## src/rtl/sensor_acq_ctrl_pkg.sv

```systemverilog
// rtl/sensor_acq_ctrl_pkg.sv - shared state encodings and widths for the sensor acquisition controller
package sensor_acq_ctrl_pkg;

    localparam int TEMP_W   = 5;
    localparam int BUNDLE_W = 7;
    localparam int SYNC_W   = BUNDLE_W + 1;

    typedef enum logic [1:0] {
        ST_IDLE   = 2'b00,
        ST_SAMPLE = 2'b01,
        ST_VALID  = 2'b10,
        ST_ERROR  = 2'b11
    } acq_state_t;

endpackage

```

## src/rtl/sensor_acq_ctrl_sync.sv

```systemverilog
// rtl/sensor_acq_ctrl_sync.sv - parameterized-width two-flop synchronizer for raw sensor inputs
module sincronizador_2ff #(
    parameter int WIDTH = 1
) (
    input  logic             clk,
    input  logic             rst,
    input  logic [WIDTH-1:0] d,
    output logic [WIDTH-1:0] q
);

    logic [WIDTH-1:0] meta;

    always_ff @(posedge clk or negedge rst) begin
        if (!rst) begin
            meta <= '0;
            q    <= '0;
        end else begin
            meta <= d;
            q    <= meta;
        end
    end

endmodule

```

## src/rtl/sensor_acq_ctrl.sv

```systemverilog
// rtl/sensor_acq_ctrl.sv - debounced sensor acquisition: confirm N identical samples, hold reading until ack
module sensor_acq_ctrl
    import sensor_acq_ctrl_pkg::*;
#(
    parameter int N_CONFIRM = 3,
    parameter int MAX_RETRY = 4,
    parameter int TIMEOUT   = 255
) (
    input  logic              clk,
    input  logic              rst,
    input  logic [TEMP_W-1:0] Temperatura,
    input  logic              Presencia,
    input  logic              Ignicion,
    input  logic              datos_listos,
    input  logic              ack,
    output logic [TEMP_W-1:0] Temperatura_Sincronizada,
    output logic              Presencia_Sincronizada,
    output logic              Ignicion_Sincronizada,
    output logic              Dato_listo,
    output logic              Error_sensor,
    output logic              Overrun,
    output logic [1:0]        Estado_acq
);

    localparam logic [3:0] CONFIRM_W = 4'(N_CONFIRM);
    localparam logic [3:0] RETRY_W   = 4'(MAX_RETRY);
    localparam logic [7:0] WAIT_LAST = 8'(TIMEOUT - 1);

    logic [SYNC_W-1:0]   sync_q;
    logic [BUNDLE_W-1:0] bundle;
    logic                dl_sync;
    logic                dl_d;
    logic                rise;

    acq_state_t          state;
    logic [BUNDLE_W-1:0] shadow;
    logic [3:0]          match_cnt;
    logic [3:0]          retry_cnt;
    logic [7:0]          wait_cnt;

    sincronizador_2ff #(.WIDTH(SYNC_W)) u_sync (
        .clk (clk),
        .rst (rst),
        .d   ({datos_listos, Temperatura, Presencia, Ignicion}),
        .q   (sync_q)
    );

    assign bundle  = sync_q[BUNDLE_W-1:0];
    assign dl_sync = sync_q[SYNC_W-1];
    assign rise    = dl_sync & ~dl_d;

    always_ff @(posedge clk or negedge rst) begin
        if (!rst) begin
            dl_d <= 1'b0;
        end else begin
            dl_d <= dl_sync;
        end
    end

    // Every path into SAMPLE reloads the shadow and restarts both counters.
    always_ff @(posedge clk or negedge rst) begin
        if (!rst) begin
            state                    <= ST_IDLE;
            shadow                   <= '0;
            match_cnt                <= '0;
            retry_cnt                <= '0;
            wait_cnt                 <= '0;
            Temperatura_Sincronizada <= '0;
            Presencia_Sincronizada   <= 1'b0;
            Ignicion_Sincronizada    <= 1'b0;
            Dato_listo               <= 1'b0;
            Error_sensor             <= 1'b0;
            Overrun                  <= 1'b0;
        end else begin
            case (state)
                ST_IDLE: begin
                    if (rise) begin
                        state     <= ST_SAMPLE;
                        shadow    <= bundle;
                        match_cnt <= 4'd1;
                        retry_cnt <= '0;
                    end
                end
                ST_SAMPLE: begin
                    if (bundle == shadow) begin
                        if (match_cnt + 4'd1 == CONFIRM_W) begin
                            state                    <= ST_VALID;
                            Temperatura_Sincronizada <= shadow[BUNDLE_W-1:2];
                            Presencia_Sincronizada   <= shadow[1];
                            Ignicion_Sincronizada    <= shadow[0];
                            Dato_listo               <= 1'b1;
                            Error_sensor             <= 1'b0;
                            wait_cnt                 <= '0;
                        end else begin
                            match_cnt <= match_cnt + 4'd1;
                        end
                    end else begin
                        shadow    <= bundle;
                        match_cnt <= 4'd1;
                        retry_cnt <= retry_cnt + 4'd1;
                        if (retry_cnt + 4'd1 == RETRY_W) begin
                            state        <= ST_ERROR;
                            Error_sensor <= 1'b1;
                        end
                    end
                end
                ST_VALID: begin
                    if (ack) begin
                        Dato_listo <= 1'b0;
                        Overrun    <= 1'b0;
                        wait_cnt   <= '0;
                        if (rise) begin
                            state     <= ST_SAMPLE;
                            shadow    <= bundle;
                            match_cnt <= 4'd1;
                            retry_cnt <= '0;
                        end else begin
                            state <= ST_IDLE;
                        end
                    end else begin
                        if (rise) begin
                            Overrun <= 1'b1;
                        end
                        if (wait_cnt == WAIT_LAST) begin
                            state      <= ST_IDLE;
                            Dato_listo <= 1'b0;
                            Overrun    <= 1'b1;
                            wait_cnt   <= '0;
                        end else begin
                            wait_cnt <= wait_cnt + 8'd1;
                        end
                    end
                end
                ST_ERROR: begin
                    if (rise) begin
                        state     <= ST_SAMPLE;
                        shadow    <= bundle;
                        match_cnt <= 4'd1;
                        retry_cnt <= '0;
                    end
                end
                default: state <= ST_IDLE;
            endcase
        end
    end

    assign Estado_acq = state;

endmodule

```

## config.mk

```make
export PLATFORM = sky130hd
export DESIGN_NAME = sensor_acq_ctrl
export DESIGN_NICKNAME = d
export VERILOG_FILES = /design/src/rtl/sensor_acq_ctrl_pkg.sv /design/src/rtl/sensor_acq_ctrl_sync.sv /design/src/rtl/sensor_acq_ctrl.sv
export SDC_FILE = /design/constraint.sdc
export NUM_CORES = 1
export LEC_CHECK = 0
export ABC_AREA = 1
export CORE_MARGIN = 10
export CORE_UTILIZATION = 51
export DETAILED_ROUTE_END_ITERATION = 10
export GPL_TIMING_DRIVEN = 0
export PLACE_DENSITY_LB_ADDON = 0.08
export SLEW_MARGIN = 20
export SYNTH_ARGS = -nofsm -noshare
export SYNTH_HDL_FRONTEND = slang
export SYNTH_HIERARCHICAL = 1
export SYNTH_SLANG_ARGS = --single-unit
```

## constraint.sdc

```tcl
create_clock -name clk -period 1.6 [get_ports clk]
set_clock_uncertainty 0.05 [all_clocks]
set_input_delay 0.32 -clock clk [delete_from_list [all_inputs] [get_ports clk]]
set_output_delay 0.32 -clock clk [all_outputs]
set_load 0.01 [all_outputs]
```

==> impl_metrics.ini <==
[run_status]
status = finished, violations left
violations = negative hold slack, negative setup slack

[sta]
worst_slack_ns = -0.03286
fmax_ghz = 0.6124
hold_slack_ns = -0.009811
fin_crit_ns = 1.633
max-slew-margin-rel_pct = 57.19
setup_violations = 17
grt_setup_unrepaired = yes
worstMarginPinSlew_ns = 0.6421
fin_crit_sh_pct = 102.1
finalHoldViolCount = 14
drv_slew = 0

[floorplan]
die_h_um = 89.36
dieArea_mm2 = 0.007985
rows = 25
fp.dieW_um = 89.36
core_area_mm2 = 0.004692
floorplan.initialDensity_pct = 52.29
pin_count = 23

[cells_and_area]
layout.nets = 358
n_fill_cell = 352
regArea_mm2 = 0.001306
multi_input_area_mm2 = 0.001180
syn_to_final_growth_pct = 34.22
drive_above_1_share_pct = 29.12
design_area_mm2 = 0.003293
n_antenna_cell = 0
final_util_pct = 70.19

[clock_tree]
cts.sink_count = 52
htreeDepth = 2
clkLatencyLatePin_ns = 0.30
path_clk_slew_ns = 0.09
numCtsBuffers = 5
cts_root_buffer = clkbuf_8
cts_tree = done
cts_hold_buf = 0
cts_max_path_buffers = 2

[grt]
grt_first_pass_wirelength_um = 8114
grt_start_max_net_pins = 53
grt_pass1_vias = 1896
antenna_found_initial = 0
track_usage_pct = 12.74
grt_remaining_overflow = 0

[logic_synthesis]
netlist_area_mm2 = 0.002454
synthTopCellsByCount = nand2_1 (102), dfrtp_1 (52), inv_1 (35)
synthTopCellsByArea = dfrtp_1 (53%), nand2_1 (16%), inv_1 (5.4%)
syn_avg_cell_area_um2 = 8.461
yosysTopAreaCellShare_pct = 53.03
yosysMostFrequentCell = nand2_1
synth_warnings = 6
syn-num-nets = 309
postSynthCellCount = 290
synth_largest_area_cell = dfrtp_1
synth_flop_cell = dfrtp_1
synth_edf_count = 0
async_flop_share_pct = 100.0
ys_seq_area_share_pct = 53.03
synthDistinctLibCells = 26
synth_seq_cells = 52

[drt]
ant_nets = 0
wl_um = 5179
drt_iter0_markers = 57
wl_met3_um = 192
wl_per_cell_um = 13.14
top_layer = met4
viasPerCell = 5.041
first_pass_iters = 4
wl_met1_um = 2320
wl_met2_um = 2607
drc_errors = 0
vias = 1986

[worst_setup_path]
cp.buffers_inverters = 3
start_kind = flip-flop
slowest_stage = dfrtp_1
critPathCaptureType = flip-flop
cp_slowest_stage_delay_ns = 0.44
path_max_fanout = 5
worstSetupPathType = flip-flop to flip-flop
crit_chain = inv_1 -> ha_1 -> inv_1 -> a21oi_4 -> buf_4 -> nand2_2 -> nand2_1 -> o21ai_0
cp.required_ns = 1.74
critPathArrivalTime_ns = 1.77
path_common_cell = inv_1
cp_top_family = flip-flops

[place]
gp_congestion = 0.8254
detailed_place_hpwl_um = 3165
post_dp_cell_area_mm2 = 0.002739
io_buffers = 22

[flow_run]
maxCapViolCount = 0

[pwr]
power.density_mw_per_mm2 = 1409
p_leak_nw = 1.793
ir_drop_uv = 806.1

[worst_hold_path]
hold_class = primary input to asynchronous set/reset pin
area by class of cell:
cell class,count,share of cell area [%]
tap,54,2.052
multi-input combinational,196,35.83
buffer,4,1.482
timing repair buffer,42,13.64
inverter,38,4.483
clock buffer,7,2.622
sequential,52,39.67
clock inverter,1,0.2280
state kept, by name (all words and copies together) (netlist names), 2 cells and up:
signal / flops
Temperatura_Sincronizada: 5
shadow: 7
match_cnt: 4
wait_cnt: 8
u_sync/meta: 8
Estado_acq: 2
u_sync/q: 8
retry_cnt: 4
placed cells by master (no fill, tap or decap), types with 2 or more instances in the layout:
cell             count
nand3_1             18
ha_1                 4
nor2_1              10
buf_8                2
ha_4                 3
a21oi_1              3
nor2_4               4
nand3b_1             3
o21ai_2             10
xor2_1               2
o21ai_0              3
o21ai_1              9
clkbuf_16            2
inv_1               25
nand3_2              3
buf_6                4
inv_4                2
dlygate4sd2_1        2
nand2_4              5
dlymetal6s2s_1      10
nand2_1             84
nand4_1              4
xnor2_1              2
clkdlybuf4s50_1      9
nand2_2             15
nor3_1               2
dfrtp_2              4
inv_2               11
buf_4               16
dfrtp_1             48
nor2_2               5
clkbuf_8             6
per-stage QoR:
stage	total power [mW]	setup TNS (ns)	instances	setup WS [ns]
2_1_floorplan	2.998	0	290	0.04315
3_5_place_dp	3.397	-4.556	366	-0.2362
4_1_cts	4.306	-0.1423	382	-0.03843
3_3_place_gp	3.362	-74.24	366	-1.349
6_report	4.639	-0.2988	394	-0.03286
5_1_grt	5.017	-3.556	394	-0.1555
worst paths after layout:
| kind | start | endpoint | slack [ns] | cells after the start |
|---|---|---|---|---|
| min | rst | u_sync/q[3] | -0.01 | 1 |
| max reg2reg | Estado_acq[1] | match_cnt[0] | -0.03 | 8 |
| max in group asynchronous | rst | shadow[4] | 1.04 | 1 |
| max | Estado_acq[1] | match_cnt[0] | -0.03 | 8 |
| min in group clk | u_sync/meta[6] | u_sync/q[6] | 0.30 | 0 |
| min reg2reg | u_sync/meta[6] | u_sync/q[6] | 0.30 | 0 |
cell families after synthesis:
kind of cell	Yosys count	synth area share (%)
and+or+nand+nor	155	27.03
DFF	52	53.03
buffers and inverters	42	7.394
AOI/OAI and AO/OA	28	6.680
adders and majority gates	8	4.080
xor gates and xnor gates	5	1.785
repair_timing:
item                       CTS  global route
gates resized for setup     18            73
pin swaps                    7            16
setup buffers                7            10
cloned                       1             2
setup endpoints to repair   36            43
layer usage:
| layer | up-vias | global-route usage (%) |
|---|---|---|
| met5 | - | 0 |
| met4 | 0 | 3.902 |
| met3 | 7 | 3.099 |
| met2 | 30 | 22.05 |
| met1 | 944 | 15.17 |
| li1 | 1005 | - |
worst reg2reg max path, stage by stage, from the launching register on:
cell and delay [ns]:
dfrtp_1 0.44, inv_1 0.09, ha_1 0.17, inv_1 0.11, a21oi_4 0.27, buf_4 0.17
nand2_2 0.08, nand2_1 0.07, o21ai_0 0.07
power by group:
group	total (mW)	leakage, nW	internal [mW]	switching [mW]
Clock	0.770	0.0445	0.352	0.418
Sequential	1.89	0.616	1.59	0.304
Combinational	1.98	1.13	0.894	1.08
Power figures use the tool's default switching activity.
